**src/rtl/mbox_handshake_if.sv**
```systemverilog
// mbox_handshake_if
//   Bundles the SAM doorbell pair and the Avalon-MM register port of the
//   mailbox bridge.
//   mb_rq               request from the SAM (asynchronous to the bridge clock)
//   mb_ak               acknowledge back to the SAM
//   avl_address[1:0]    register address
//   avl_read            read strobe
//   avl_write           write strobe
//   avl_write_data[31:0]
//   avl_read_data[31:0] registered read data
//   avl_read_datavalid  one cycle after avl_read
//   irq                 level interrupt to the CPU
//   slave modport: the bridge.  master modport: SAM + CPU side.
interface mbox_handshake_if;
    logic        mb_rq;
    logic        mb_ak;
    logic [1:0]  avl_address;
    logic        avl_read;
    logic        avl_write;
    logic [31:0] avl_write_data;
    logic [31:0] avl_read_data;
    logic        avl_read_datavalid;
    logic        irq;

    modport slave (
        input  mb_rq, avl_address, avl_read, avl_write, avl_write_data,
        output mb_ak, avl_read_data, avl_read_datavalid, irq
    );

    modport master (
        output mb_rq, avl_address, avl_read, avl_write, avl_write_data,
        input  mb_ak, avl_read_data, avl_read_datavalid, irq
    );
endinterface

```
**src/rtl/mbox_handshake.sv**
```systemverilog
// mbox_handshake
//   Mailbox doorbell bridge: synchronises the SAM request, runs a four-phase
//   req/ack handshake and exposes status/ack, a completed-transfer counter
//   and an optional timeout through a small Avalon-MM slave.
//   Ports:
//     iCLK     system clock (single domain)
//     iRESETn  synchronous active-low reset
//     bus      mbox_handshake_if.slave (doorbell pair, register port, irq)
//   Registers: 0 STATUS, 1 COUNT, 2 TIMEOUT, 3 unmapped (reads 0).
//   Optional feature macro: MBOX_TIMEOUT_EN builds the timeout counter,
//   the TIMEOUT register and the TMO flag; without it PENDING only exits on
//   abort or CPU ack and address 2 / STATUS bit2 read 0.
//   SYNC_STAGES must be >= 2; CNT_W and TMO_W must be <= 32.
module mbox_handshake #(
    parameter int SYNC_STAGES = 2,
    parameter int CNT_W       = 16,
    parameter int TMO_W       = 24
) (
    input  logic             iCLK,
    input  logic             iRESETn,
    mbox_handshake_if.slave  bus
);

    typedef enum logic [1:0] {
        IDLE    = 2'd0,
        PENDING = 2'd1,
        ACK     = 2'd2,
        RELEASE = 2'd3
    } state_t;

    state_t                 state, state_next;
    logic [SYNC_STAGES-1:0] sync;
    logic                   rq_s;
    logic                   ak, irq, irq_en, abort;
    logic [CNT_W-1:0]       count;
    logic [31:0]            rd_data;
    logic                   rd_valid;
    logic                   pending;
    logic                   wr_status, wr_count;
    logic                   abort_set, tmo_set, cnt_inc;
    logic                   tmo, tmo_hit;
    logic [31:0]            status_word, timeout_word, rd_mux;
    logic                   unused_wd;

    assign unused_wd = ^bus.avl_write_data;

    // Request synchroniser; rq_s is the oldest stage.
    always_ff @(posedge iCLK) begin
        if (!iRESETn) sync <= '0;
        else          sync <= {sync[SYNC_STAGES-2:0], bus.mb_rq};
    end
    assign rq_s = sync[SYNC_STAGES-1];

    assign pending   = (state == PENDING);
    assign wr_status = bus.avl_write && (bus.avl_address == 2'd0);
    assign wr_count  = bus.avl_write && (bus.avl_address == 2'd1);

`ifdef MBOX_TIMEOUT_EN
    logic [TMO_W-1:0] timeout, tmo_cnt;
    logic             wr_tmo;

    assign wr_tmo       = bus.avl_write && (bus.avl_address == 2'd2);
    assign tmo_hit      = (timeout != '0) && (tmo_cnt == timeout - TMO_W'(1));
    assign timeout_word = 32'(timeout);

    always_ff @(posedge iCLK) begin
        if (!iRESETn) begin
            timeout <= '0;
            tmo_cnt <= '0;
            tmo     <= 1'b0;
        end else begin
            if (wr_tmo) timeout <= bus.avl_write_data[TMO_W-1:0];
            if (state == IDLE)         tmo_cnt <= '0;
            else if (state == PENDING) tmo_cnt <= tmo_cnt + TMO_W'(1);
            // set beats a same-cycle clear
            if (tmo_set)                                    tmo <= 1'b1;
            else if (wr_status && bus.avl_write_data[2])    tmo <= 1'b0;
        end
    end
`else
    localparam int unused_tmo_w = TMO_W;
    assign tmo          = 1'b0;
    assign tmo_hit      = 1'b0;
    assign timeout_word = '0;
`endif

    // Next state; PENDING exit priority is abort > CPU ack > timeout.
    always_comb begin
        state_next = state;
        abort_set  = 1'b0;
        tmo_set    = 1'b0;
        cnt_inc    = 1'b0;
        case (state)
            IDLE:    if (rq_s) state_next = PENDING;
            PENDING: begin
                if (!rq_s) begin
                    abort_set  = 1'b1;
                    state_next = IDLE;
                end else if (wr_status && bus.avl_write_data[0]) begin
                    state_next = ACK;
                end else if (tmo_hit) begin
                    tmo_set    = 1'b1;
                    state_next = ACK;
                end
            end
            ACK:     if (!rq_s) state_next = RELEASE;
            RELEASE: begin
                cnt_inc    = 1'b1;
                state_next = IDLE;
            end
            default: state_next = IDLE;
        endcase
    end

    always_comb begin
        status_word      = '0;
        status_word[0]   = pending;
        status_word[1]   = ak;
        status_word[2]   = tmo;
        status_word[3]   = abort;
        status_word[5:4] = state;
        status_word[8]   = irq_en;
    end

    always_comb begin
        rd_mux = '0;
        case (bus.avl_address)
            2'd0:    rd_mux = status_word;
            2'd1:    rd_mux = 32'(count);
            2'd2:    rd_mux = timeout_word;
            default: rd_mux = '0;
        endcase
    end

    always_ff @(posedge iCLK) begin
        if (!iRESETn) begin
            state    <= IDLE;
            ak       <= 1'b0;
            abort    <= 1'b0;
            irq_en   <= 1'b0;
            count    <= '0;
            irq      <= 1'b0;
            rd_data  <= '0;
            rd_valid <= 1'b0;
        end else begin
            state <= state_next;
            ak    <= (state_next == ACK);
            if (abort_set)                                abort <= 1'b1;
            else if (wr_status && bus.avl_write_data[3])  abort <= 1'b0;
            if (wr_status) irq_en <= bus.avl_write_data[8];
            // a COUNT write beats a same-cycle increment
            if (wr_count)     count <= '0;
            else if (cnt_inc) count <= count + CNT_W'(1);
            irq      <= irq_en & (pending | tmo | abort);
            rd_valid <= bus.avl_read;
            if (bus.avl_read) rd_data <= rd_mux;
        end
    end

    assign bus.mb_ak              = ak;
    assign bus.irq                = irq;
    assign bus.avl_read_data      = rd_data;
    assign bus.avl_read_datavalid = rd_valid;

endmodule
```
**src/flat_wrapper.sv**
```systemverilog
// flat-port wrapper written by rule: the top's interface ports become plain ports
module mbox_handshake_flat 
#(
    parameter int SYNC_STAGES = 2,
    parameter int CNT_W       = 16,
    parameter int TMO_W       = 24
)
  (iCLK, iRESETn, bus_mb_rq, bus_avl_address, bus_avl_read, bus_avl_write, bus_avl_write_data, bus_mb_ak, bus_avl_read_data, bus_avl_read_datavalid, bus_irq);
  mbox_handshake_if bus_i ();
  input  logic iCLK;
  input  logic iRESETn;
  input wire logic [$bits(bus_i.mb_rq)-1:0] bus_mb_rq;
  input wire logic [$bits(bus_i.avl_address)-1:0] bus_avl_address;
  input wire logic [$bits(bus_i.avl_read)-1:0] bus_avl_read;
  input wire logic [$bits(bus_i.avl_write)-1:0] bus_avl_write;
  input wire logic [$bits(bus_i.avl_write_data)-1:0] bus_avl_write_data;
  output wire logic [$bits(bus_i.mb_ak)-1:0] bus_mb_ak;
  output wire logic [$bits(bus_i.avl_read_data)-1:0] bus_avl_read_data;
  output wire logic [$bits(bus_i.avl_read_datavalid)-1:0] bus_avl_read_datavalid;
  output wire logic [$bits(bus_i.irq)-1:0] bus_irq;
  assign bus_i.mb_rq = bus_mb_rq;
  assign bus_i.avl_address = bus_avl_address;
  assign bus_i.avl_read = bus_avl_read;
  assign bus_i.avl_write = bus_avl_write;
  assign bus_i.avl_write_data = bus_avl_write_data;
  assign bus_mb_ak = bus_i.mb_ak;
  assign bus_avl_read_data = bus_i.avl_read_data;
  assign bus_avl_read_datavalid = bus_i.avl_read_datavalid;
  assign bus_irq = bus_i.irq;
  mbox_handshake #(.SYNC_STAGES(SYNC_STAGES), .CNT_W(CNT_W), .TMO_W(TMO_W)) u_core (.iCLK(iCLK), .iRESETn(iRESETn), .bus(bus_i));
endmodule
```
**config.mk**
```make
export PLATFORM = sky130hd
export DESIGN_NAME = mbox_handshake_flat
export DESIGN_NICKNAME = d
export VERILOG_FILES = /design/src/rtl/mbox_handshake_if.sv /design/src/rtl/mbox_handshake.sv /design/src/flat_wrapper.sv
export SDC_FILE = /design/constraint.sdc
export NUM_CORES = 1
export LEC_CHECK = 0
export ABC_AREA = 1
export ABC_CLOCK_PERIOD_IN_PS = 1100
export BUFFER_PORTS_ARGS = -buffer_cell sky130_fd_sc_hd__buf_2
export CAP_MARGIN = 20
export CELL_PAD_IN_SITES_DETAIL_PLACEMENT = 1
export CELL_PAD_IN_SITES_GLOBAL_PLACEMENT = 2
export CORE_MARGIN = 3
export CORE_UTILIZATION = 23
export DETAILED_ROUTE_END_ITERATION = 8
export GPL_ROUTABILITY_DRIVEN = 0
export PLACE_DENSITY_LB_ADDON = 0.1
export SLEW_MARGIN = 40
export SYNTH_ARGS = -nofsm -noshare
export SYNTH_HDL_FRONTEND = slang
export SYNTH_SLANG_ARGS = --single-unit
```
**constraint.sdc**
```tcl
create_clock -name iCLK -period 1.1 [get_ports iCLK]
set_input_delay 0.11 -clock iCLK [delete_from_list [all_inputs] [get_ports iCLK]]
set_output_delay 0.11 -clock iCLK [all_outputs]
set_load 0.1 [all_outputs]
```
After elaboration in Yosys (flattened, before gate mapping)
Cells that the tools add are included.
{"block": "word_totals", "regBits": 57, "elab_cells": 37, "mem_bits_ro": 0, "mem_bits_rw": 0, "inputBits": 39, "n_memories": 0, "latch_bits": 0, "out_inout_bits": 35}
{"block": "classes", "n_shift": 0, "eq_ne": 5, "bitwise_logic": 3, "addsub": 1, "n_mul": 0, "n_reduce_logical": 8, "muxes": 11, "div": 0, "magnitude_cmp": 0}
{"cell": "$pmux W16 S2", "n": 1}
{"cell": "$add A16 B1 Y16 const B", "n": 1}
{"cell": "$mux W2", "n": 4}
{"cell": "$pmux W2 S4", "n": 1}
{"cell": "$eq A2 B2 Y1 const B", "n": 3}
{"cell": "$mux W1", "n": 5}
{"cell": "$eq A2 B1 Y1 const B", "n": 2}
{"cell": "$logic_and A1 B1 Y1", "n": 4}
{"cell": "$logic_not A2 Y1", "n": 2}
{"cell": "$reduce_bool A2 Y1", "n": 1}
{"cell": "$reduce_or A2 Y1", "n": 1}
{"cell": "$and A1 B1 Y1", "n": 1}
{"cell": "$not A1 Y1", "n": 1}
{"cell": "$or A1 B1 Y1", "n": 1}

Depth between registers and ports, before layout
{"block": "logic_depth", "depth_word": 7, "depth_mapped": 9}

Worst setup path before layout
Ideal clock, no wire load.
{"block": "synth_path", "path_type": "reg2reg", "from": "register, netlist name u_core.bus.avl_read_data[1]", "to": "register u_core.rd_data[1], in the netlist u_core.bus.avl_read_data[1]", "t_arrival_ns": 1.347, "path_slack_ns": -0.303, "stages_incl_launch_ff": 4, "setup_ns": 0.056, "t_required_ns": 1.044, "cell_sequence": "dfxtp_1 o21ai_0 a31o_2 inv_1"}
{"element": "to (signal assigned)", "line_no": "mbox_handshake.sv:156", "source": "if (bus.avl_read) rd_data <= rd_mux;"}
{"element": "to (decl)", "line_no": "mbox_handshake.sv:36", "source": "logic [31:0] rd_data;"}

Final worst setup path
{"block": "layout_path", "from": "register u_core.count[0]", "to": "register u_core.count[6]"}
{"block": "layout_via", "elab_chain_cells": 1}
{"element": "from (decl)", "line_no": "mbox_handshake.sv:35", "source": "logic [CNT_W-1:0] count;"}
{"element": "from (signal assigned)", "line_no": "mbox_handshake.sv:153", "source": "else if (cnt_inc) count <= count + CNT_W'(1);"}
{"element": "$add A16 B1 Y16", "line_no": "mbox_handshake.sv:153"}
Every way passes these cells.
A chain may end at the register's enable or synchronous reset.

==> metrics.md <==
| Metric | Value |
|---|---|
| Slew Viols, Final | `0` |
| CTS max path bufs | `2` |
| Fin crit share | `1.11` |
| Failing checks | `setup timing` |
| Biggest area consumer among synthesized cells | `dfxtp_1` |
| Setup violators final | `9` |
| Die Ht | `97.2 µm` |
| Vias in the first global route | `1,777` |
| Cell Pwr Density | `roughly 1300 nW/µm²` |
| Count leader, synth | `nand2_1` |
| Outcome | `complete, but fails checks` |
| Ys async rst share | `0` |
| Fin crit period | `around 1.2 ns` |
| # IOs | `74` |
| Pin count of the biggest net entering global routing | `19` |
| Number of antenna diodes | `0` |
| CTS H-tree depth | `2` |
| Critical Path Sink Type | `register` |
| Crit path DAT | `1.46 ns` |
| Mapped cell area | `between 1500 and 2000 µm²` |
| Sink Count | `between 40 and 50` |
| Top cells by area, synth | `dfxtp_1 43%, nand2_1 8.8%, inv_1 6.9%` |
| Number of distinct library cells after synthesis | `32` |
| Worst-path maximum fanout | `6` |
| TritonCTS clock tree | `built` |
| Ys Warns | `0` |
| Post-synth EDFFs | `0` |
| Fill cells | `about 940` |
| Initial Util | `0.243` |
| Crit Path Class | `reg2reg` |
| DR WL/cell | `between 10 and 15 µm` |
| CP Data Required Time | `1.34 ns` |
| Die area | `between 9000 and 10,000 µm²` |
| GRT Total Usage | `0.118` |
| CP cell instances | `ha_4, nand3_4, nor2_4, nand2_4, or2_1, a21oi_2` |
| Via density | `around 4.2` |
| DRT iter0 DRCs | `33` |
| Hpwl dp | `approximately 4100 µm` |
| Initial antenna violation count | `0` |
| Max stage delay cell, worst path | `dfxtp_4` |
| Lkg Pwr | `around 1.3 nW` |
| Die width | `a little under 100 µm` |
| Fin. Hold Viols | `0` |
| CTS Buf Count | `5` |
| Yosys top cell area share | `0.429` |
| Cells after DPL | `a little over 400` |
| Startpoint types | `register` |
| Main flop type after synthesis | `dfxtp_1` |
| VDD IR max | `roughly 0.4 mV` |
| Layout Skew | `around 0.0075 ns` |
| Worst stage delay on the critical path | `approximately 0.38 ns` |
| ANT nets after route | `0` |
| First-pass GRT wire length | `approximately 9000 µm` |
| Layout area overhead | `58.0%` |
| Fmax | `822 MHz` |
| Fin cells | `around 430` |
| RSZ-0062 raised after global routing | `true` |
| Max_cap viols | `0` |
| Post-route DRC | `0` |
| Num rows | `32` |
| Core footprint | `between 7000 and 8000 µm²` |
| Avg Cell Area, Syn | `~7.5 µm²` |
| NumNets Final | `362` |
| Synth cell count leaders | `45 x nand2_1, 41 x dfxtp_1, 35 x inv_1, 26 x a21oi_1, 21 x o21ai_0` |
| Worst min path class | `in2reg` |
| Share of layout cells above drive strength 1 | `0.412` |
| IO Port Bufs | `28` |
| Cell Area, Placed | `between 2000 and 3000 µm²` |
| Synthesis-stage register bit count | `between 40 and 50` |
| Final WS setup | `-0.117 ns` |
| Setup TNS | `-0.645 ns` |
| Cell count after synthesis | `255` |
| Congestion Overflow GR | `0` |
| Skew-Pair Late Insertion Delay | `~0.3 ns` |
| Worst-path clk slew | `~0.08 ns` |
| Pre-antenna DRT Iters | `4` |
| WL final | `roughly 5400 µm` |
| Sequential fraction of the synthesis area | `0.429` |
| Clk root buf | `clkbuf_8` |
| Detailed-route via count | `between 1,500 and 2,000` |
| Worst hold slack | `approximately 0.11 ns` |
| Final instance area | `3020 µm²` |
-- cells in the final DEF (no fill, tap or decap), drive strengths merged --
cell type	n
nand4	1
dfxtp	41
a31o	1
o221ai	3
a31oi	1
clkinv	1
ha	1
or2	2
nor3	6
nor2	22
nand2	47
a2bb2oi	1
clkbuf	5
o21ai	24
dlygate4sd3	1
o31ai	1
nor3b	1
xnor2	1
nand3	14
bufinv	2
a21oi	26
xor2	1
conb	16
inv	35
a22oi	1
buf	68
-- worst max-delay path: cells and delay by family, from the launching register on --
kind / cells / cell delay, ns
adders and majority gates: 1 / 0.15
and+or+nand+nor: 4 / 0.52
DFF: 1 / 0.38
AOI/OAI and AO/OA: 1 / 0.12
-- kinds of logic after synthesis --
kind of cell               synth area share
buffers and inverters                 0.150
DFF                                   0.429
adders and majority gates           0.00654
AOI/OAI and AO/OA                     0.165
and+or+nand+nor                       0.239
xor gates and xnor gates            0.00916
other                               0.00196
-- flip-flops by register name, indices dropped and copies added (netlist names) --
signal and cells:
u_core.irq_en 1, u_core.sync 2, u_core.state 2, u_core.abort 1
u_core.bus.avl_read_data 16, u_core.count 16, u_core.bus.mb_ak 1, u_core.bus.irq 1
u_core.bus.avl_read_datavalid 1
-- layout make-up --
| cell class | instances | area [µm²] | area share |
|---|---|---|---|
| Clock inverter | 3 | 65.1 | 0.0215 |
| Timing Repair Buffer | 69 | 772 | 0.255 |
| Clock buffer | 5 | 68.8 | 0.0228 |
| Sequential cell | 41 | 863 | 0.286 |
| Multi-Input combinational cell | 170 | 995 | 0.329 |
| Inverter | 35 | 131 | 0.0435 |
| Tap cell | 102 | 128 | 0.0422 |
-- through the flow --
stage / setup slack, ns / util / power, mW
after floorplan: -0.0634 / - / 2.19
after global placement: -0.162 / 0.343 / 2.37
after detailed placement: -0.154 / 0.343 / 2.38
after CTS: -0.108 / 0.376 / 3.84
after global routing: -0.200 / 0.383 / 3.97
final: -0.117 / 0.383 / 3.80
-- final timing paths --
path,from,cells past startpoint,slack (ns),to
worst min register to register,u_core.sync[0],2,0.43,u_core.sync[1]
worst max-delay path,u_core.count[0],6,-0.12,u_core.count[6]
worst max register to register,u_core.count[0],6,-0.12,u_core.count[6]
worst min-delay path,bus_avl_write_data[8],3,0.11,u_core.irq_en
-- layer usage --
metal / vias up / track usage / share of wire
met2: 32 / 0.179 / 0.45
met3: 6 / 0.0258 / 0.032
met1: 810 / 0.165 / 0.51
met5: - / 0 / 0
met4: 0 / 0.0356 / 0.012
li1: 925 / - / -
-- what timing repair did --
action                     4_1_cts  5_1_grt
setup endpoints to repair       18       15
gates resized for setup         21       16
setup buffers                    7        0
hold endpoints to repair         1        0
pin swaps                        7        7
hold buffers                     1        0
-- report_power, final --
group / total, mW / internal, mW / switching, mW
clock network: 1.46 / 0.902 / 0.559
logic: 0.778 / 0.194 / 0.585
registers: 1.56 / 1.52 / 0.0425
total: 3.80 / 2.61 / 1.19
(Power assumes the default switching activity.)
